`src/rtl/i2c_slave_responder.sv`:
```
// I2C target responder: oversampled SCL/SDA, START/STOP detection, address match,
// write-byte receive with ACK and read-byte transmit from local tx_data.
module i2c_slave_responder #(
    parameter logic [6:0] SLAVE_ADR   = 7'h68,
    parameter int         SYNC_STAGES = 2,
    parameter logic       NACK_WRITE  = 1'b0
) (
    input  logic       clk,
    input  logic       rst_n,
    input  logic       scl_i,
    input  logic       sda_i,
    output logic       sda_oe,
    input  logic [7:0] tx_data,
    output logic       tx_req,
    output logic [7:0] rx_data,
    output logic       rx_valid,
    output logic       start_det,
    output logic       stop_det,
    output logic       addr_match,
    output logic       rw,
    output logic       nack_det,
    output logic       busy
);

    localparam logic [2:0] IDLE     = 3'd0;
    localparam logic [2:0] ADDR     = 3'd1;
    localparam logic [2:0] ADDR_ACK = 3'd2;
    localparam logic [2:0] WR_DATA  = 3'd3;
    localparam logic [2:0] WR_ACK   = 3'd4;
    localparam logic [2:0] RD_DATA  = 3'd5;
    localparam logic [2:0] RD_ACK   = 3'd6;
    localparam logic [2:0] IGNORE   = 3'd7;

    logic [SYNC_STAGES-1:0] scl_sync, sda_sync;
    logic                   scl_s, sda_s, scl_d, sda_d;
    logic                   scl_rise, scl_fall, start_c, stop_c;
    logic [2:0]             state;
    logic [3:0]             cnt;
    logic [7:0]             shifter;

    // Idle bus is high, so sync flops reset to 1 to avoid a phantom edge.
    always_ff @(posedge clk or negedge rst_n) begin
        if (!rst_n) begin
            scl_sync <= '1;
            sda_sync <= '1;
            scl_d    <= 1'b1;
            sda_d    <= 1'b1;
        end else begin
            scl_sync <= {scl_sync[SYNC_STAGES-2:0], scl_i};
            sda_sync <= {sda_sync[SYNC_STAGES-2:0], sda_i};
            scl_d    <= scl_s;
            sda_d    <= sda_s;
        end
    end

    assign scl_s    = scl_sync[SYNC_STAGES-1];
    assign sda_s    = sda_sync[SYNC_STAGES-1];
    assign scl_rise = scl_s & ~scl_d;
    assign scl_fall = ~scl_s & scl_d;
    assign start_c  = scl_s & scl_d & ~sda_s & sda_d;
    assign stop_c   = scl_s & scl_d & sda_s & ~sda_d;

    // tx_data is consumed in the same cycle tx_req is high.
    assign tx_req = scl_fall & ~start_c & ~stop_c &
                    (((state == ADDR_ACK) & rw) | (state == RD_ACK));

    always_ff @(posedge clk or negedge rst_n) begin
        if (!rst_n) begin
            state      <= IDLE;
            cnt        <= 4'd0;
            shifter    <= 8'h00;
            sda_oe     <= 1'b0;
            rx_data    <= 8'h00;
            rx_valid   <= 1'b0;
            start_det  <= 1'b0;
            stop_det   <= 1'b0;
            addr_match <= 1'b0;
            rw         <= 1'b0;
            nack_det   <= 1'b0;
            busy       <= 1'b0;
        end else begin
            start_det <= 1'b0;
            stop_det  <= 1'b0;
            rx_valid  <= 1'b0;
            nack_det  <= 1'b0;
            if (start_c) begin
                state      <= ADDR;
                cnt        <= 4'd0;
                addr_match <= 1'b0;
                sda_oe     <= 1'b0;
                busy       <= 1'b1;
                start_det  <= 1'b1;
            end else if (stop_c) begin
                state      <= IDLE;
                sda_oe     <= 1'b0;
                addr_match <= 1'b0;
                busy       <= 1'b0;
                stop_det   <= 1'b1;
            end else begin
                case (state)
                    IDLE: ;
                    ADDR: begin
                        if (scl_rise) begin
                            shifter <= {shifter[6:0], sda_s};
                            cnt     <= cnt + 4'd1;
                        end else if (scl_fall && cnt == 4'd8) begin
                            if (shifter[7:1] == SLAVE_ADR) begin
                                sda_oe     <= 1'b1;
                                rw         <= shifter[0];
                                addr_match <= 1'b1;
                                state      <= ADDR_ACK;
                            end else begin
                                sda_oe <= 1'b0;
                                state  <= IGNORE;
                            end
                        end
                    end
                    ADDR_ACK: begin
                        if (scl_fall) begin
                            cnt <= 4'd0;
                            if (rw) begin
                                shifter <= tx_data;
                                sda_oe  <= ~tx_data[7];
                                state   <= RD_DATA;
                            end else begin
                                sda_oe <= 1'b0;
                                state  <= WR_DATA;
                            end
                        end
                    end
                    WR_DATA: begin
                        if (scl_rise) begin
                            shifter <= {shifter[6:0], sda_s};
                            cnt     <= cnt + 4'd1;
                            if (cnt == 4'd7) begin
                                rx_data  <= {shifter[6:0], sda_s};
                                rx_valid <= 1'b1;
                            end
                        end else if (scl_fall && cnt == 4'd8) begin
                            sda_oe <= ~NACK_WRITE;
                            state  <= WR_ACK;
                        end
                    end
                    WR_ACK: begin
                        if (scl_fall) begin
                            sda_oe <= 1'b0;
                            cnt    <= 4'd0;
                            state  <= WR_DATA;
                        end
                    end
                    RD_DATA: begin
                        // cnt counts bits already clocked out by the master.
                        if (scl_rise) begin
                            cnt <= cnt + 4'd1;
                        end else if (scl_fall) begin
                            if (cnt == 4'd8) begin
                                sda_oe <= 1'b0;
                                state  <= RD_ACK;
                            end else begin
                                sda_oe  <= ~shifter[6];
                                shifter <= {shifter[6:0], 1'b0};
                            end
                        end
                    end
                    RD_ACK: begin
                        if (scl_rise && sda_s) begin
                            nack_det <= 1'b1;
                            state    <= IGNORE;
                        end else if (scl_fall) begin
                            shifter <= tx_data;
                            sda_oe  <= ~tx_data[7];
                            cnt     <= 4'd0;
                            state   <= RD_DATA;
                        end
                    end
                    IGNORE: sda_oe <= 1'b0;
                    default: state <= IDLE;
                endcase
            end
        end
    end

endmodule

```
`config.mk`:
```
export PLATFORM = sky130hd
export DESIGN_NAME = i2c_slave_responder
export DESIGN_NICKNAME = d
export VERILOG_FILES = /design/src/rtl/i2c_slave_responder.sv
export SDC_FILE = /design/constraint.sdc
export NUM_CORES = 1
export LEC_CHECK = 0
export ABC_AREA = 1
export CORE_UTILIZATION = 35
export DETAILED_ROUTE_END_ITERATION = 10
export GPL_ROUTABILITY_DRIVEN = 0
export SLEW_MARGIN = 20
export SYNTH_ARGS = -nofsm -noshare
export SYNTH_HDL_FRONTEND = slang
export SYNTH_SLANG_ARGS = --single-unit
```
`constraint.sdc`:
```
create_clock -name clk -period 1.68 [get_ports clk]
set_input_delay 0.336 -clock clk [delete_from_list [all_inputs] [get_ports clk]]
set_output_delay 0.336 -clock clk [all_outputs]
set_load 0.05 [all_outputs]
```
==> results of run 1 <==
-- through the flow --
step / TNS [ns] / setup WS [ns] / utilization / area [µm²] / instances
floorplan: 0 / 0.0533 / - / 2020 / 265
global placement: 0 / 0.0241 / 0.427 / 2350 / 364
detailed placement: 0 / 0.0271 / 0.427 / 2350 / 364
CTS: 0 / 0.00123 / 0.450 / 2480 / 373
global route: -0.0511 / -0.0338 / 0.469 / 2580 / 385
finish: 0 / 0.0429 / 0.469 / 2580 / 385
-- report_power, final --
group          internal (mW)  leakage, nW  total (mW)  switching (mW)
logic                  0.662        0.852        1.91            1.25
registers               1.09        0.472        1.27           0.181
clock network          0.446       0.0554       0.779           0.333
total                   2.20         1.38        3.96            1.76
-- cell type report --
type / count / area (µm²) / share of cell area
clock buffer: 6 / 72.6 / 0.0281
clock inverter: 2 / 38.8 / 0.0150
inverter: 29 / 109 / 0.0421
multi-input combinational: 193 / 942 / 0.365
sequential: 37 / 936 / 0.362
tap: 72 / 90.1 / 0.0349
timing repair buffer: 46 / 395 / 0.153
-- worst reg2reg max path, delay by kind of cell, from the launching register on --
family	cells	cell delay [ns]
buffers and inverters	1	0.09
DFF	1	0.59
AOI/OAI and AO/OA	1	0.19
and+or+nand+nor	5	0.57
-- registers in the layout, indices dropped and copies added (netlist names), 2 cells and up --
signal,cells
rx_data,8
shifter,8
sda_sync,2
cnt,4
scl_sync,2
state,3
-- logic make-up after synthesis --
family	share of synthesized area
adders and majority gates	0.0125
buffers and inverters	0.0829
DFF	0.465
AOI/OAI and AO/OA	0.0792
and+or+nand+nor	0.356
xor gates and xnor gates	0.00436
-- cell usage in the layout (no fill, tap or decap), drive strengths merged --
cell	instances
inv	29
dlygate4sd3	1
a21oi	2
o211ai	1
o21bai	1
bufinv	1
buf	35
o21ai	22
a21boi	1
clkdlybuf4s50	10
nand4	2
clkinv	1
dfrtp	31
nor2	28
nand2	109
clkbuf	6
dfstp	6
ha	2
nor3	5
nand3	19
xnor2	1
-- routing by layer --
metal | global-route usage | wire (µm) | vias to the layer above
met2 | 0.255 | 2170 | 45
met1 | 0.222 | 2190 | 825
met3 | 0.0318 | 215 | 7
met4 | 0.0623 | 56 | 0
met5 | 0 | 0 | -
li1 | - | - | 919
-- how the worst max path moves through the flow --
| stage | slack (ns) | end | startpoint | depth (start not counted) |
|---|---|---|---|---|
| after floorplan | 0.05 | tx_req | rw | 2 |
| after global routing | -0.03 | tx_req | scl_d | 3 |
| after CTS | 0.001 | tx_req | state[0] | 4 |
| after detailed placement | 0.03 | shifter[7] | sda_sync[1] | 9 |
| final | 0.04 | tx_req | scl_d | 3 |
| after global placement | 0.02 | shifter[0] | sda_sync[1] | 9 |
-- what timing repair did --
item	4_1_cts	5_1_grt
hold endpoints to repair	17	0
cloned	0	1
pin swaps	1	2
setup buffers	0	11
resized for setup	2	5
endpoints found under the setup margin	1	16
hold buffers	1	0
==> flow_metrics.tcl, run 1 <==
set metrics [dict create \
    status "completed" \
    final.period_utilization 0.974 \
    fin_nets 326 \
    endpoint_kind "output port" \
    ys_seq_elements 37 \
    grt_pass1_wl_um 7710 \
    cts_max_level 2 \
    syn_avg_cell_area_um2 7.57 \
    fin_skew_ns 0.00987 \
    path_class "flip-flop to output port" \
    antenna_found_initial 0 \
    slew_headroom 0.683 \
    io_pins 29 \
    grt_max_degree 20 \
    drtPass1Iterations 4 \
    whs_path_depth 0 \
    place_hpwl_um 3250 \
    grtUsageTotal 0.163 \
    viasPerCell 4.66 \
    r2r_start "scl_d" \
    synth_edf_count 0 \
    ys_top_cells_by_area "dfrtp_1 39%, nand2_1 19%, dfstp_2 7.9%" \
    cts-root-buf "clkbuf_8" \
    ys_types 26 \
    netlist_area_mm2 0.00201 \
    ir_drop_v 0.000647 \
    hp-start "scl_sync[0]" \
    synth_most_common_cell "nand2_1" \
    antenna_left 0 \
    initial_utilization 0.364 \
    syn_to_final_growth_pct 28.7 \
    cts_buffers 5 \
    coreArea_mm2 0.00551 \
    drv_cap 0 \
    routedWlPerCell_um 12.0 \
    drtIter0Drc 158 \
    grt_overflow 0 \
    cts_tree "done" \
    synthCells 265 \
    drc 0 \
    hp-class "flip-flop to flip-flop" \
    worst_path_max_delay_cell "dfstp_2" \
    die_area_mm2 0.00604 \
    max_freq_ghz 0.611 \
    clkSinkCount 37 \
    antenna_cells 0 \
    ys_warn_count 0 \
    ctsLongestPathBuffers 2 \
    async_flop_share 1.00 \
    worstPathCellList "nand2_4 > nor3_4 > buf_12" \
    syn-num-nets 279 \
    rr_endpoint "cnt[1]" \
    grt_pass1_vias 1634 \
    p_per_area_mw_per_mm2 1530 \
    holdPathEnd "scl_sync[1]" \
    ys.flop_type "dfrtp_1" \
    io_buffers 28 \
    worstPathMaxFanout 6 \
    rows 27 \
    critPathRequiredTime_ns 1.34 \
    path_buf_inv 1 \
    netlist.area_leader.share 0.387 \
    startpoint_type "flip-flop" \
    yosys.area.top_type "dfrtp_1" \
    seq_area_frac_synth 0.465 \
    slew_viol_final 0 \
    hold_viol_final 0 \
    fp.dieH_um 77.7 \
    r2r_cells 7 \
    num_vias 1796 \
    tightestPinTransition_ns 0.472 \
    insertion_delay_ns 0.29 \
    drive_gt1_frac 0.224 \
    min_period_ns 1.64 \
    fill_cells 551 \
    rsz0062_at_grt "true" \
    path_clk_slew_ns 0.07 \
    reg2reg_slack_ns 0.14 \
    finalSetupViolCount 0 \
    hold_ws_ns 0.357 \
    path_delay_family "flip-flops" \
    synth_commonest_cells "104 x nand2_1, 31 x dfrtp_1, 27 x inv_1, 23 x nor2_1, 22 x o21ai_0" \
    totalWireLength_um 4630 \
    total_power_mw 3.96 \
    arrival_ns 1.30 \
    die_x_um 77.7 \
    cp_slowest_stage_delay_ns 0.59 \
    p_leak_nw 1.38 \
]
(Power assumes the default switching activity.)
==> run 2: changes to the inputs <==
==> constraint.sdc (replaced) <==
create_clock -name clk -period 1.39 [get_ports clk]
set_input_delay 0.278 -clock clk [delete_from_list [all_inputs] [get_ports clk]]
set_output_delay 0.278 -clock clk [all_outputs]
set_load 0.05 [all_outputs]
==> flow_metrics.tcl, run 2 (same netlist as run 1, synthesis figures left out) <==
set metrics [dict create \
    fill_cells 470 \
    arrival_ns 1.74 \
    drtIter0Drc 238 \
    grt_pass1_wl_um 8930 \
    post_dp_cell_area_mm2 0.00278 \
    grtUsageTotal 0.188 \
    critical_path.startpoint "scl_d" \
    antenna_found_initial 0 \
    hold_ws_ns 0.357 \
    global_route.usage.met1 0.246 \
    cpMostUsedCell "nand2_1" \
    fin_ws_ns -0.164 \
    antenna_cells 0 \
    routedWlPerCell_um 12.5 \
    status "finished with violations" \
    p_per_area_mw_per_mm2 1670 \
    num_vias 2048 \
    hp-class "flip-flop to flip-flop" \
    fin_skew_ns 0.0136 \
    die_x_um 77.7 \
    drive_gt1_frac 0.407 \
    drv_cap 0 \
    slew_headroom 0.829 \
    cts-root-buf "clkbuf_8" \
    drc 0 \
    grt_max_degree 38 \
    failed_checks "negative setup slack" \
    insertion_delay_ns 0.30 \
    r2r_cells 8 \
    hold_viol_final 0 \
    fp.dieH_um 77.7 \
    r2r_start "scl_d" \
    rows 27 \
    total_power_mw 5.48 \
    place_hpwl_um 3400 \
    io_buffers 28 \
    slew_viol_final 0 \
    worstPathMaxFanout 5 \
    register_area_um2 936 \
    layout_common_cells "82 x nand2_1, 45 x buf_4, 29 x dfrtp_1" \
    reg2reg_slack_ns -0.16 \
    path_class "flip-flop to flip-flop" \
    path_clk_slew_ns 0.07 \
    rr_endpoint "cnt[0]" \
    rsz0062_at_grt "true" \
    grt.busiest_layer "met2" \
    grt_pass1_vias 1984 \
    antenna_left 0 \
    p_leak_nw 1.65 \
    grt_use_met3 0.0412 \
    finalSetupViolCount 29 \
    max_freq_ghz 0.644 \
    tightestPinTransition_ns 0.255 \
    viasPerCell 4.84 \
    worstPathCellList "buf_6 > nand2_8 > nor2_8 > inv_4 > a21oi_4 > nand2_2 > nand2_1 > nand2_1" \
    fin_nets 364 \
    critPathRequiredTime_ns 1.57 \
    coreArea_mm2 0.00551 \
    path_delay_family "flip-flops" \
    worst_path_max_delay_cell "dfstp_2" \
    cp_slowest_stage_delay_ns 0.57 \
    postLayoutCoreUtil 0.596 \
    io_pins 29 \
    syn_to_final_growth_pct 63.4 \
    initial_utilization 0.364 \
    final.period_utilization 1.12 \
    drtPass1Iterations 4 \
    ir_drop_v 0.000960 \
    path_buf_inv 2 \
    cts_tree "done" \
    finalInstanceArea_mm2 0.00328 \
    reg.largest.list "rx_data x8, shifter x8, cnt x4" \
    startpoint_type "flip-flop" \
    cp_num_cells 8 \
    min_period_ns 1.55 \
    multiInputGateArea_mm2 0.00109 \
    ctsLongestPathBuffers 2 \
    layout_commonest_cell "nand2_1" \
    totalWireLength_um 5280 \
    die_area_mm2 0.00604 \
    cts_max_level 2 \
    crit_path_end "cnt[0]" \
    endpoint_kind "flip-flop" \
    grt_use_met2 0.299 \
    cts_buffers 5 \
    clkSinkCount 37 \
    grt_overflow 0 \
]
## run 2: changes by cell type in the layout (fill, tap and decap cells not counted), sizes merged
cell | before | now
clkbuf | 6 | 5
bufinv | 1 | 0
clkinv | 1 | 3
buf | 35 | 73
## run 2: what timing repair did
| item | in CTS | in global routing |
|---|---|---|
| gates cloned | 3 | 0 |
| pin swaps | 9 | 21 |
| hold buffers | 1 | 0 |
| buffers inserted | 17 | 4 |
| endpoints found under the setup margin | 25 | 29 |
| resized for setup | 42 | 25 |
| hold endpoints to repair | 31 | 0 |
## run 2: final cells by class
type / count / area share
Clock buffer: 5 / 0.0210
Clock inverter: 3 / 0.00687
Inverter: 29 / 0.0347
Multi-Input combinational cell: 193 / 0.333
Sequential cell: 37 / 0.285
Tap cell: 72 / 0.0275
Timing Repair Buffer: 84 / 0.291
## run 2: layer usage
| layer | up-vias | share of wire | routed length (µm) |
|---|---|---|---|
| met1 | 971 | 0.44 | 2350 |
| met3 | 14 | 0.041 | 215 |
| met4 | 0 | 0.025 | 133 |
| met2 | 60 | 0.49 | 2580 |
| met5 | - | 0 | 0 |
| li1 | 1003 | - | - |
## run 2: worst min path at each step
| stage | from | to | slack [ns] | cells past startpoint |
|---|---|---|---|---|
| final | scl_sync[0] | scl_sync[1] | 0.36 | 0 |
| after global routing | sda_sync[0] | sda_sync[1] | 0.36 | 0 |
| after CTS | scl_sync[0] | scl_sync[1] | 0.36 | 0 |
| after detailed placement | rst_n | rx_data[4] | 0.26 | 2 |
| after global placement | rst_n | rx_data[4] | 0.26 | 2 |
| after floorplan | rst_n | addr_match | -0.02 | 0 |
## run 2: per-stage QoR
step | instances | setup TNS (ns) | setup slack, ns
finish | 423 | -3.17 | -0.164
global route | 423 | -5.62 | -0.250
detailed placement | 391 | -2.08 | -0.137
floorplan | 265 | -0.000368 | -0.000368
global placement | 391 | -1.80 | -0.119
CTS | 419 | -2.72 | -0.140
## run 2: power breakdown
part	internal, mW	switching (mW)	leakage, nW
sequential	1.32	0.187	0.471
clock	0.355	0.412	0.0481
combinational	1.31	1.90	1.13
## run 2: worst register-to-register path: stages (launching register included)
cell and delay, ns:
dfstp_2 0.57, buf_6 0.13, nand2_8 0.07, nor2_8 0.19, inv_4 0.07, a21oi_4 0.18
nand2_2 0.10, nand2_1 0.08, nand2_1 0.05
